File: config.mk
export PLATFORM = sky130hd
export DESIGN_NAME = adder_tree_acc
export DESIGN_NICKNAME = d
export VERILOG_FILES = /design/src/rtl/adder_tree_acc.sv
export SDC_FILE = /design/constraint.sdc
export NUM_CORES = 1
export LEC_CHECK = 0
export ABC_AREA = 0
export ABC_CLOCK_PERIOD_IN_PS = 3400
export CAP_MARGIN = 10
export CELL_PAD_IN_SITES_DETAIL_PLACEMENT = 2
export CELL_PAD_IN_SITES_GLOBAL_PLACEMENT = 2
export CORE_ASPECT_RATIO = 1.1
export CORE_MARGIN = 10
export CORE_UTILIZATION = 35
export CTS_CLUSTER_SIZE = 20
export DETAILED_ROUTE_END_ITERATION = 8
export GPL_ROUTABILITY_DRIVEN = 0
export PLACE_DENSITY = 0.79
export SKIP_LAST_GASP = 1
export SLEW_MARGIN = 20
export SYNTH_ARGS = -nofsm -noshare
export SYNTH_HDL_FRONTEND = slang
export SYNTH_SLANG_ARGS = --single-unit
File: constraint.sdc
create_clock -name clk -period 3.4 [get_ports clk]
set_input_delay 1.02 -clock clk [delete_from_list [all_inputs] [get_ports clk]]
set_output_delay 1.02 -clock clk [all_outputs]
set_load 0.1 [all_outputs]
File: src/rtl/adder_tree_acc.sv
// N-operand registered adder tree with an optional packet accumulator.
// Valid/ready streaming with full backpressure: every stage freezes when the output is stalled.
module adder_tree_acc #(
  parameter int IS_SIGNED = 1,
  parameter int W         = 8,
  parameter int N         = 4,
  parameter int ACC_GUARD = 8,
  parameter int SAT       = 0,
  localparam int LVL      = $clog2(N),
  localparam int TW       = W + LVL,
  localparam int OW       = TW + ACC_GUARD
) (
  input  logic            clk,
  input  logic            rst_n,
  input  logic            in_valid,
  output logic            in_ready,
  input  logic [N*W-1:0]  in_data,
  input  logic            in_last,
  input  logic            acc_mode,
  output logic            out_valid,
  input  logic            out_ready,
  output logic [OW-1:0]   out_data,
  output logic            out_ovf
);

  logic            w_adv;
  logic [TW-1:0]   w_leaf [N];
  // Heap-ordered tree: node 1 is the root, children of node i are 2i and 2i+1.
  // Nodes N/2..N-1 sum pairs of extended operands directly.
  logic [TW-1:0]   r_node [1:N-1];
  logic [LVL-1:0]  r_v;
  logic [LVL-1:0]  r_last;
  logic [LVL-1:0]  r_mode;

  logic [OW-1:0]   r_acc;
  logic            r_sticky;
  logic            r_out_valid;
  logic [OW-1:0]   r_out_data;
  logic            r_out_ovf;

  logic [OW-1:0]   w_ext;
  logic            w_sa;
  logic            w_sb;
  logic [OW:0]     w_full;
  logic            w_ovf;
  logic [OW-1:0]   w_sat;
  logic [OW-1:0]   w_res;

  assign w_adv     = !r_out_valid || out_ready;
  assign in_ready  = w_adv;
  assign out_valid = r_out_valid;
  assign out_data  = r_out_data;
  assign out_ovf   = r_out_ovf;

  always_comb begin
    for (int k = 0; k < N; k++) begin
      w_leaf[k] = {{LVL{(IS_SIGNED != 0) && in_data[k*W+W-1]}}, in_data[k*W +: W]};
    end
  end

  always_ff @(posedge clk or negedge rst_n) begin
    if (!rst_n) begin
      for (int i = 1; i < N; i++) r_node[i] <= '0;
      r_v    <= '0;
      r_last <= '0;
      r_mode <= '0;
    end else if (w_adv) begin
      for (int i = N/2; i < N; i++) r_node[i] <= w_leaf[2*i-N] + w_leaf[2*i-N+1];
      for (int i = 1; i < N/2; i++) r_node[i] <= r_node[2*i] + r_node[2*i+1];
      r_v[0]    <= in_valid;
      r_last[0] <= in_last;
      r_mode[0] <= acc_mode;
      for (int j = 1; j < LVL; j++) begin
        r_v[j]    <= r_v[j-1];
        r_last[j] <= r_last[j-1];
        r_mode[j] <= r_mode[j-1];
      end
    end
  end

  // Accumulate add carried one bit wider so both overflow kinds are visible.
  always_comb begin
    w_ext          = {OW{(IS_SIGNED != 0) && r_node[1][TW-1]}};
    w_ext[TW-1:0]  = r_node[1];
    w_sa           = (IS_SIGNED != 0) && r_acc[OW-1];
    w_sb           = (IS_SIGNED != 0) && w_ext[OW-1];
    w_full         = {w_sa, r_acc} + {w_sb, w_ext};
    if (IS_SIGNED != 0) begin
      w_ovf = w_full[OW] != w_full[OW-1];
      w_sat = w_full[OW] ? {1'b1, {(OW-1){1'b0}}} : {1'b0, {(OW-1){1'b1}}};
    end else begin
      w_ovf = w_full[OW];
      w_sat = {OW{1'b1}};
    end
    w_res = ((SAT != 0) && w_ovf) ? w_sat : w_full[OW-1:0];
  end

  always_ff @(posedge clk or negedge rst_n) begin
    if (!rst_n) begin
      r_acc       <= '0;
      r_sticky    <= 1'b0;
      r_out_valid <= 1'b0;
      r_out_data  <= '0;
      r_out_ovf   <= 1'b0;
    end else if (w_adv) begin
      r_out_valid <= 1'b0;
      if (r_v[LVL-1]) begin
        if (!r_mode[LVL-1]) begin
          r_out_data  <= w_ext;
          r_out_ovf   <= 1'b0;
          r_out_valid <= 1'b1;
        end else if (!r_last[LVL-1]) begin
          r_acc    <= w_res;
          r_sticky <= r_sticky | w_ovf;
        end else begin
          r_out_data  <= w_res;
          r_out_ovf   <= r_sticky | w_ovf;
          r_out_valid <= 1'b1;
          r_acc       <= '0;
          r_sticky    <= 1'b0;
        end
      end
    end
  end

endmodule

==> Word level (Yosys, flattened, before mapping) <==
Cells that the tools add are included.
{ "word_totals": {"output_inout_bits": 21, "in_bits": 38, "wordCells": 31, "mem_count": 0, "latchBits": 0, "romBits": 0, "register_bits": 75, "ramBits": 0} }
{ "classes": {"n_mux": 9, "mul": 0, "n_lt_le_gt_ge": 0, "n_shift": 0, "n_bitwise": 1, "n_addsub": 4, "n_eq_ne": 2, "div": 0, "reduce_logical": 4} }
{ "ops": {"columns": ["operator", "count"], "rows": [
  ["two-way mux 18 bit", 3],
  ["adder 18 x 10 -> 19 bit", 1],
  ["adder 8 x 8 -> 9 bit", 2],
  ["adder 10 bit", 1],
  ["two-way mux 1 bit", 6],
  ["AND reduction 3 bit", 2],
  ["inequality test 2 bit, second input constant", 1],
  ["zero test 1 bit", 1],
  ["logical OR 1 bit", 1],
  ["inequality test 1 bit", 1],
  ["bitwise OR 1 bit", 1]
]} }

==> Longest topological paths before layout <==
{ "depth": {"ltp_word": 5, "depth_mapped": 10, "depth_no_buf": 10} }

==> Least setup slack after synthesis <==
OpenSTA, ideal clock, no wires.
{ "synth_timing": {"kind": "input port to output port", "startpoint": "in out_ready", "endpoint": "out in_ready", "stages": 5, "setup_slack_ps": -407, "path_buffers": 3, "required_ps": 2380, "arrival_ps": 2787, "cell_sequence": "nor2b_1 inv_1 clkbuf_1 buf_1 clkbuf_1"} }
{ "synth_via": {"elab_chain_cells": 1} }
{ "synth_lines": {"columns": ["item", "line", "text"], "rows": [
  ["from (decl)", "21", "input logic out_ready,"],
  ["logical OR 1 bit", "49", "assign w_adv = !r_out_valid || out_ready;"],
  ["to (decl)", "16", "output logic in_ready,"]
]} }
No other way between the ends.

==> Worst setup path after layout <==
{ "layout_timing": {"startpoint": "in in_data[16]", "endpoint": "reg r_node[8] in the netlist's numbering"} }
{ "layout_via": {"elab_chain_cells": 1} }
{ "layout_lines": {"columns": ["item", "line", "text"], "rows": [
  ["from (decl)", "17", "input logic [N*W-1:0] in_data,"],
  ["adder 8 x 8 -> 9 bit", "68", "for (int i = N/2; i < N; i++) r_node[i] <= w_leaf[2*i-N] + w_leaf[2*i-N+1];"],
  ["to (decl)", "30", "logic [TW-1:0] r_node [1:N-1];"]
]} }
No other way between the ends.
A chain may end at the register's enable or synchronous reset.

==> flow_summary_export.csv <==
group,metric,value,unit
outcome,status,"finished, final reports clean",
setup_path,crit_chain,"clkdlybuf4s50_1 > ha_1 > inv_1 > fa_1 > nor2b_1 > o21ai_0 > a21boi_1 > o21ai_0 > a21boi_0 > or4b_1 > a31oi_1",
timing,setup_tns,0,ns
global_route,grt_max_degree,74,
synthesis,syn_inst,483,
timing,hold_viol_final,0,
setup_path,rr_worst_depth,10,
synthesis,synth_seq_cells,73,
route,vias,3933,
finish,design_area,5650,um^2
route,dr.pass1.iters,6,
setup_path,timing.rr.end,"out_data[16]",
setup_path,critPathLaunchType,"input port",
setup_path,arrival,3.39,ns
synthesis,synth_top_area_frac,0.394,
clocking,cts_made_buffers,9,
timing,rsz0062_at_grt,"false",
clocking,clockBufferDepth,2,
setup_path,cp.required,3.66,ns
route,post-route-drc-count,0,
route,via_per_inst,5.53,
clocking,ctsRootBufferMaster,"clkbuf_16",
placed_design,dp_hpwl,10.0,mm
setup_path,slowest_delay,0.49,ns
global_route,grtUsageMet1,0.179,
synthesis,yosys-top-cells-count,"73 x dfrtp_1, 62 x nand2_1, 47 x a21oi_1, 43 x ha_1, 31 x nor2_1",
synthesis,syn_nets,568,
clocking,clock-sinks,73,
clocking,tritoncts,"done",
global_route,antenna_found_initial,0,
timing,fin_ws,0.262,ns
synthesis,syn_avg_cell_area,9.59,um^2
finish,area_delta_synth_final,22.0,%
hold_path,hp-class,"reg -> reg",
floorplan,die_h,141,um
synthesis,ys_types,62,
global_route,busiest_layer,"met2",
global_route,grt-ovfl-total,0,
setup_path,r2r_start,"r_node[20]",
synthesis,yosys_warnings,0,
placed_design,post-place-cells,697,
placed_design,place_ws,-0.101,ns
finish,n_antenna_cell,0,
global_route,use_met2,0.284,
timing,slew_viol_final,0,
synthesis,synth_edf_count,0,
setup_path,crit_start,"in_data[16]",
setup_path,crit_fanout,2,
timing,fmax,319,MHz
power_and_ir_drop,p_leak,2.67,nW
timing,max-slew-margin-rel,0.359,
route,drt-total-wl,13.6,mm
synthesis,yosysSeqAreaShare,0.394,
setup_path,worst_path_max_delay_cell,"or4b_1",
route,drtIter0Drc,163,
timing,worstMarginPinSlew,0.961,ns
clocking,cts_resized,0,
finish,finalNonFillerCells,711,
setup_path,worstPathBufferInverterCount,2,
global_route,track_usage,0.156,
power_and_ir_drop,power_density,1120,nW/um^2
timing,fin_crit,3.14,ns
synthesis,yosysMostFrequentCell,"dfrtp_1",
global_route,grt_pass1_wl,22.9,mm
clocking,clk_pin_slew,0.05,ns
setup_path,path_delay_family,"compound AO/OA/AOI/OAI gates",
floorplan,die_x,130,um
synthesis,ys_top_cells_by_area,"dfrtp_1 39%, ha_1 12%, a21oi_1 5.1%",
floorplan,rows,44,
clocking,cts_hold_buf,0,
synthesis,synth_top_area_cell,"dfrtp_1",
placed_design,port_buffers,58,
timing,fin_hold_ws,0.469,ns
setup_path,end_kind,"register",
placed_design,place_area,5390,um^2
synthesis,synth_ff_type,"dfrtp_1",
finish,drive_gt1_frac,0.125,
route,wl_per_cell,19.1,um
setup_path,cp_common_cell,"o21ai_0",
floorplan,initial_core_util,0.353,
timing,setup_violations,0,
floorplan,ios,59,
setup_path,rrSetupSlack,0.52,ns
power_and_ir_drop,power,6.35,mW
power_and_ir_drop,ir_drop,0.313,mV
floorplan,coreArea,13100,um^2
run,max_cap_violations,0,
global_route,met3_usage,0.0270,
synthesis,syn_area,4630,um^2
synthesis,async_reset_ff_frac,1.00,
clocking,post-cts-setup-buffers,0,
global_route,grt_pass1_vias,4533,
floorplan,dieArea,18200,um^2
setup_path,path_depth,11,
clocking,htreeDepth,3,
setup_path,critPathKind,"in -> reg",
finish,final_core_util,0.431,
route,final_antenna_net_count,0,
clocking,clock_latency,0.34,ns
timing,fin_worst_skew,0.00393,ns
setup_path,crit_end,"r_node[8]",
timing,min_period_over_period,0.923,
finish,fin_nets,632,
-- layout by cell type (no fill, tap or decap), types with 11 or more instances in the layout --
master	Yosys	layout
a21o_1	12	12
a22o_1	13	13
nand3_1	11	11
clkdlybuf4s50_1	0	36
buf_4	0	31
inv_1	23	23
xnor2_1	18	18
ha_1	43	43
dfrtp_1	73	73
a21oi_1	47	47
nor2_1	31	31
o21ai_0	29	29
xor2_1	13	13
nand2_1	62	62
-- final cells by class --
cell class                 count  area, um^2
timing repair buffer          69         633
fill                        1425        7450
multi-input combinational    371        2640
sequential                    73        1830
tap                          161         201
inverter                      23        86.3
clock buffer                  14         264
-- layer usage --
metal | routed length (um) | vias to the layer above | share of wire
met1 | 5660 | 1999 | 0.42
met3 | 449 | 17 | 0.033
met4 | 228 | 0 | 0.017
met5 | 0 | - | 0
met2 | 7230 | 62 | 0.53
li1 | - | 1855 | -
-- power breakdown --
part / total, mW / switching (mW) / internal [mW]
Clock: 0.880 / 0.353 / 0.527
Combinational: 3.94 / 2.56 / 1.38
Sequential: 1.53 / 0.281 / 1.25
Total: 6.35 / 3.19 / 3.16
-- how the worst min path moves through the flow --
stage,from,to,cells after the start
finish,r_last[0],r_last[0],2
global route,r_mode[0],r_mode[0],2
CTS,r_last[0],r_last[0],2
detailed placement,r_mode[0],r_mode[0],2
global placement,r_mode[0],r_mode[0],2
floorplan,r_last[0],r_last[0],2
-- sequential cells by signal (all words and copies together) (netlist names) --
name,flops
out_data,18
out_ovf,1
out_valid,1
r_acc,18
r_last,2
r_mode,2
r_node,28
r_sticky,1
r_v,2
-- worst reg2reg max path, cell delays in order, from the launching register on --
cell and delay [ns]:
dfrtp_1 0.38, ha_1 0.20, inv_1 0.06, fa_1 0.40, nand2b_1 0.20, a21oi_1 0.31
o21ai_0 0.20, a32oi_2 0.34, a21boi_1 0.15, xnor2_1 0.17, a221o_1 0.34
-- cells by family (layout without fill, tap and decap cells) --
group           count (synthesis)  after routing  share of synthesized area
mux                            10             10                     0.0222
xor+xnor                       31             31                     0.0586
flops                          73             73                      0.394
fa+ha+maj                      47             47                      0.133
buf+inv                        39            106                     0.0354
simple gates                  134            134                      0.134
compound gates                149            149                      0.222
Note: power is estimated with default switching activity, not from simulation.
